$ cat src/rtl/parc_mem_arbiter.sv
// Round-robin merge of the core's imem/dmem val/rdy request ports onto one memory port,
// with an in-order owner queue steering responses back. Optional counters: PARC_MEM_ARB_STATS_EN.
module parc_mem_arbiter #(
  parameter int p_depth     = 4,
  parameter int p_cnt_nbits = 3
) (
  input  logic        clk,
  input  logic        reset,
  input  logic [66:0] imemreq_msg,
  input  logic        imemreq_val,
  output logic        imemreq_rdy,
  output logic [34:0] imemresp_msg,
  output logic        imemresp_val,
  input  logic [66:0] dmemreq_msg,
  input  logic        dmemreq_val,
  output logic        dmemreq_rdy,
  output logic [34:0] dmemresp_msg,
  output logic        dmemresp_val,
  output logic [66:0] memreq_msg,
  output logic        memreq_val,
  input  logic        memreq_rdy,
  input  logic [34:0] memresp_msg,
  input  logic        memresp_val
`ifdef PARC_MEM_ARB_STATS_EN
  ,
  output logic [31:0] imem_grant_cnt,
  output logic [31:0] dmem_grant_cnt,
  output logic [31:0] conflict_cnt
`endif
);

  localparam int PTR_W = p_cnt_nbits - 1;

  // Handshake: a transfer happens on a port in any cycle where its val and rdy are both
  // high; the memory response side has no rdy and is consumed in the cycle it is valid.

  logic [p_depth-1:0]     owner_q, owner_d;
  logic [PTR_W-1:0]       head_q, head_d;
  logic [PTR_W-1:0]       tail_q, tail_d;
  logic [p_cnt_nbits-1:0] count_q, count_d;
  logic                   prio_q, prio_d;

  logic grant_imem, grant_dmem;
  logic full, empty, issue, pop, head_owner;

  always_comb begin
    full  = (count_q == p_cnt_nbits'(p_depth));
    empty = (count_q == '0);

    // Grant depends only on the vals and prio, never on any rdy.
    grant_imem = imemreq_val & (~dmemreq_val | ~prio_q);
    grant_dmem = dmemreq_val & (~imemreq_val | prio_q);

    memreq_val  = (imemreq_val | dmemreq_val) & ~full;
    memreq_msg  = grant_dmem ? dmemreq_msg : imemreq_msg;
    imemreq_rdy = grant_imem & memreq_rdy & ~full;
    dmemreq_rdy = grant_dmem & memreq_rdy & ~full;

    issue      = memreq_val & memreq_rdy;
    pop        = memresp_val & ~empty;
    head_owner = owner_q[head_q];

    imemresp_msg = memresp_msg;
    dmemresp_msg = memresp_msg;
    imemresp_val = pop & ~head_owner;
    dmemresp_val = pop & head_owner;

    owner_d = owner_q;
    tail_d  = tail_q;
    head_d  = head_q;
    count_d = count_q;
    prio_d  = prio_q;

    if (issue) begin
      owner_d[tail_q] = grant_dmem;
      tail_d          = tail_q + PTR_W'(1);
      prio_d          = ~grant_dmem;
    end
    if (pop) begin
      head_d = head_q + PTR_W'(1);
    end
    if (issue && !pop) begin
      count_d = count_q + p_cnt_nbits'(1);
    end else if (!issue && pop) begin
      count_d = count_q - p_cnt_nbits'(1);
    end
  end

  always_ff @(posedge clk) begin
    if (reset) begin
      owner_q <= '0;
      head_q  <= '0;
      tail_q  <= '0;
      count_q <= '0;
      prio_q  <= 1'b1;
    end else begin
      owner_q <= owner_d;
      head_q  <= head_d;
      tail_q  <= tail_d;
      count_q <= count_d;
      prio_q  <= prio_d;
    end
  end

`ifdef PARC_MEM_ARB_STATS_EN
  logic [31:0] imem_grant_cnt_q, imem_grant_cnt_d;
  logic [31:0] dmem_grant_cnt_q, dmem_grant_cnt_d;
  logic [31:0] conflict_cnt_q, conflict_cnt_d;

  always_comb begin
    imem_grant_cnt_d = imem_grant_cnt_q;
    dmem_grant_cnt_d = dmem_grant_cnt_q;
    conflict_cnt_d   = conflict_cnt_q;
    if (issue && !grant_dmem) imem_grant_cnt_d = imem_grant_cnt_q + 32'd1;
    if (issue && grant_dmem)  dmem_grant_cnt_d = dmem_grant_cnt_q + 32'd1;
    if (imemreq_val && dmemreq_val && memreq_rdy && !full) conflict_cnt_d = conflict_cnt_q + 32'd1;
  end

  always_ff @(posedge clk) begin
    if (reset) begin
      imem_grant_cnt_q <= '0;
      dmem_grant_cnt_q <= '0;
      conflict_cnt_q   <= '0;
    end else begin
      imem_grant_cnt_q <= imem_grant_cnt_d;
      dmem_grant_cnt_q <= dmem_grant_cnt_d;
      conflict_cnt_q   <= conflict_cnt_d;
    end
  end

  assign imem_grant_cnt = imem_grant_cnt_q;
  assign dmem_grant_cnt = dmem_grant_cnt_q;
  assign conflict_cnt   = conflict_cnt_q;
`endif

endmodule

$ cat config.mk
export PLATFORM = sky130hd
export DESIGN_NAME = parc_mem_arbiter
export DESIGN_NICKNAME = d
export VERILOG_FILES = /design/src/rtl/parc_mem_arbiter.sv
export SDC_FILE = /design/constraint.sdc
export NUM_CORES = 1
export LEC_CHECK = 0
export CELL_PAD_IN_SITES_DETAIL_PLACEMENT = 1
export CELL_PAD_IN_SITES_GLOBAL_PLACEMENT = 1
export CORE_AREA = 2 2 124 126
export CTS_CLUSTER_SIZE = 40
export DETAILED_ROUTE_END_ITERATION = 7
export DIE_AREA = 0 0 126 128
export PLACE_DENSITY_LB_ADDON = 0.1
export SYNTH_ARGS = -nofsm -noshare
export SYNTH_HDL_FRONTEND = slang
export SYNTH_SLANG_ARGS = --single-unit
$ cat constraint.sdc
create_clock -name clk -period 6.7 [get_ports clk]
set_input_delay 1.34 -clock clk [delete_from_list [all_inputs] [get_ports clk]]
set_output_delay 1.34 -clock clk [all_outputs]
set_load 0.005 [all_outputs]
**After elaboration in Yosys (flattened, before gate mapping)**

Index checks and enable logic that the tools add are counted.

- Bitwise logic cells: 21
- Multiplexer cells: 8
- Order comparisons: 3
- Equal/unequal tests: 1
- Reduce and logical (&&, ||, !) cells: 7
- Add/sub/neg operators: 4

Operators with widths:

| kind | number |
|---|---|
| $mux 67 | 1 |
| $and 1x1->1 | 11 |
| $not 1->1 | 7 |
| $lt 2x3->1 const B | 2 |
| $mux 3 | 2 |
| $add 2x1->2 const B | 2 |
| $bwmux 4 | 1 |
| $add 3x1->3 const B | 1 |
| $eq 3x3->1 const B | 1 |
| $logic_and 1x1->1 | 3 |
| $logic_not 3->1 | 1 |
| $or 1x1->1 | 3 |
| $sub 3x1->3 const B | 1 |
| $bmux 1 s2 | 1 |
| $demux 1 s2 | 1 |
| $ge 2x1->1 const B | 1 |
| $logic_not 1->1 | 2 |
| $mux 1 | 2 |
| $reduce_bool 2->1 | 1 |

- Input port bits: 175
- Flip-flop bits (word level): 12
- Output and inout port bits: 142

**Depth between registers and ports, before layout**

- Depth in word-level cells: 8
- Mapped depth: 9

**Least setup slack after synthesis**

Ideal clock, no wire load.

- Path kind: input to output
- Start: input port imemreq_val
- End: output port memreq_msg[43]
- Cell stages on the path: 6
- Setup slack: 2.971 ns
- Path buffers: 3
- Data arrival time: 2.389 ns
- Cell sequence: buf_2 inv_2 o21ai_2 buf_6 buf_6 mux2_1

- Cells in the longest elaborated chain, start to end: 4

Ends and longest elaborated chain:

| item | line | text |
|---|---|---|
| start, declared | 10 | `input logic imemreq_val,` |
| $not 1->1 | 52 | `grant_dmem = dmemreq_val & (~imemreq_val \| prio_q);` |
| $or 1x1->1 | 52 |  |
| $and 1x1->1 | 52 |  |
| $mux 67 | 55 | `memreq_msg = grant_dmem ? dmemreq_msg : imemreq_msg;` |
| end, declared | 19 | `output logic [66:0] memreq_msg,` |

No other way between the ends.

**Worst setup path in the final report**

- Start: input port imemreq_val
- End: output port memreq_msg[66]

The elaborated chain is that of the path after synthesis.

==> run_results.csv <==
group,metric,value,unit
routing,dr.first_iter.drc_count,26,
clocking,cts-hold-fix-buffers,0,
cells_and_area,nFillCells,1700,
cells_and_area,drive_above_1_share,19.6,%
placed_design,portBuffers,211,
sta,timing.fmax,204,MHz
placed_design,dp_slack,1750,ps
worst_setup_path,cp-end-kind,"output port",
sta,worst_slack,1800,ps
worst_setup_path,cp.arrival,3560,ps
cells_and_area,layout.nets,535,
clocking,cts_buffer_depth,2,
die,coreArea,14900,um2
routing,vias_per_cell,3.69,
routing,vias,1995,
sta,relSlewSlack,58.5,%
worst_setup_path,critPathLaunchType,"primary input",
routing,wl_met2,5500,um
cells_and_area,syn2layout_area_growth,89.2,%
synth,yosysWarnings,0,
global_route,grt_max_degree,38,
synth,ys_types,32,
global_route,antenna_found_initial,0,
global_route,grt_use_total,12.1,%
synth,yosysSeqAreaShare,11.7,%
sta,finalSetupViolCount,0,
clocking,cts-root-buf,"clkbuf_16",
routing,routed-wl-met3,1370,um
cells_and_area,seqCellArea,240,um2
synth,synth_top_flop_cell,"dfxtp_1",
synth,synth_nets,399,
worst_setup_path,cp_data_required_time,5360,ps
cells_and_area,fin_cells,540,
clocking,post_cts_buffers,0,
synth,synth_area,2050,um2
cells_and_area,antennaDiodeCount,0,
worst_setup_path,crit_fanout,37,
pwr,p_per_area,136,nW/um2
cells_and_area,multiInputGateArea,1190,um2
clocking,cts.sinks,12,
die,dieArea,16100,um2
die,pin_count,317,
global_route,grt_pass1_vias,2076,
die,start_util,13.8,%
routing,drt-total-wl,10600,um
sta,period_share,73.1,%
synth,syn_avg_cell_area,9.42,um2
sta,skew,2.62,ps
routing,drtAntennaViolNets,0,
sta,tightestPinTransition,617,ps
global_route,grt_pass1_wl,14600,um
hold_path,hold_path.class,"flip-flop to flip-flop",
die,die_h,128,um
placed_design,globalplace.congestion,0.693,
outcome,status,"completed",
sta,rsz0062_at_grt,"false",
routing,wl_per_cell,19.6,um
clocking,cts_resized,0,
synth,synth_edf_count,0,
synth,ys_seq_elements,12,
routing,first_pass_iters,2,
pwr,ir_worst_vdd,0.0885,mV
sta,finalSetupTns,0,ps
clocking,clkSlewWorstSetupHoldPaths,40,ps
placed_design,dp.cells,537,
sta,hold_viol,0,
pwr,p_total,528,uW
routing,drc,0,
sta,period_minus_slack,4900,ps
die,rows,45,
worst_setup_path,path_class,"primary input to output port",
clocking,cts_tree,"done",
placed_design,dpl.hpwl,9210,um
synth,synthArstFlopShare,0,%
die,die_w,126,um
flow_run,drv_cap,0,
routing,wirelength_met1,3640,um
synth,netlist_instances,218,
global_route,grt_overflow,0,
clocking,clk_latency,230,ps
sta,fin_worst_hold_slack,458,ps
clocking,htreeDepth,1,
sta,drv_slew,0,
clocking,numCtsBuffers,3,
pwr,p_leak,0.00142,uW
routing,highest_layer,"met4",
[metrics by stage]
stage | cell area, um2 | util, %
final | 3880 | 26.1
after global routing | 3880 | 26.1
after CTS | 3880 | 26.1
after detailed placement | 3810 | 25.6
after global placement | 3810 | 25.6
after floorplan | 2050 | -
[cells by family after synthesis]
logic type               after synthesis  synth area share [%]
buffers and inverters                 87                  30.8
multiplexers                          75                  41.5
AND/OR/NAND/NOR                       20                  4.57
AO/OA/AOI/OAI                         14                  5.67
flip-flops                            12                  11.7
adder cells (fa/ha/maj)                6                  4.02
XOR/XNOR                               4                  1.71
[synthesized netlist by cell type (all sizes together) (2+ instances only)]
cell type | count | area [um2]
mux2i | 6 | 60.1
dfxtp | 12 | 240
xor2 | 4 | 35.0
o21ai | 3 | 18.8
inv | 5 | 18.8
o2111a | 4 | 45.0
mux2 | 68 | 769
buf | 80 | 607
clkbuf | 2 | 7.51
ha | 5 | 62.6
nand2 | 7 | 26.3
nor2 | 8 | 30.0
[report_power, final]
group          internal [uW]  total (uW)  switching, uW
clock                   77.4         105           27.6
combinational            215         320            105
sequential              86.7         104           17.0
total                    379         528            150
[cell usage in the layout (no fill, tap or decap)]
| cell | instances |
|---|---|
| clkdlybuf4s50_1 | 211 |
| mux2_2 | 59 |
| dfxtp_1 | 12 |
| mux2_1 | 8 |
| nor2_1 | 8 |
| nand2_1 | 7 |
| mux2i_1 | 6 |
| ha_1 | 5 |
| inv_1 | 4 |
| xor2_1 | 4 |
| o2111a_1 | 4 |
| clkbuf_16 | 3 |
| o21ai_0 | 2 |
| buf_4 | 2 |
| or3b_1 | 1 |
| o211a_2 | 1 |
| inv_2 | 1 |
| o21ai_4 | 1 |
| o31ai_1 | 1 |
| nor3b_1 | 1 |
| o21a_1 | 1 |
| mux4_2 | 1 |
| nor2b_1 | 1 |
| o211ai_1 | 1 |
| o311ai_0 | 1 |
| or3_1 | 1 |
| a21oi_1 | 1 |
| and4_1 | 1 |
| a31oi_1 | 1 |
| mux2_4 | 1 |
| fa_1 | 1 |
[critical path: stages]
cell             delay, ps
clkdlybuf4s50_1        630
inv_2                  100
o21ai_4                140
buf_4                  440
mux2_2                 400
clkdlybuf4s50_1        490
[layer usage]
layer  up-vias  GRT usage (%)
li1        949              -
met1       903           12.7
met2       135           21.9
met3         8           6.64
met4         0           1.49
met5         -              0
[worst paths after layout]
kind | start | endpoint | slack (ps) | cells after the start
hold reg to reg | owner_q[2] | owner_q[2] | 460 | 2
setup / recovery | imemreq_val | memreq_msg[66] | 1800 | 6
setup reg to reg | count_q[0] | count_q[2] | 4320 | 8
hold / removal | owner_q[2] | owner_q[2] | 460 | 2
[registers in the layout, indices dropped and copies added (netlist names)]
name     flops
head_q       2
count_q      3
prio_q       1
tail_q       2
owner_q      4
[area by class of cell]
type | instances | share of cell area, %
Sequential cell | 12 | 6.19
Timing Repair Buffer | 213 | 54.8
Multi-Input combinational cell | 119 | 30.6
Tap cell | 188 | 6.06
Inverter | 5 | 0.483
Clock buffer | 3 | 1.93
(Power assumes the default switching activity.)
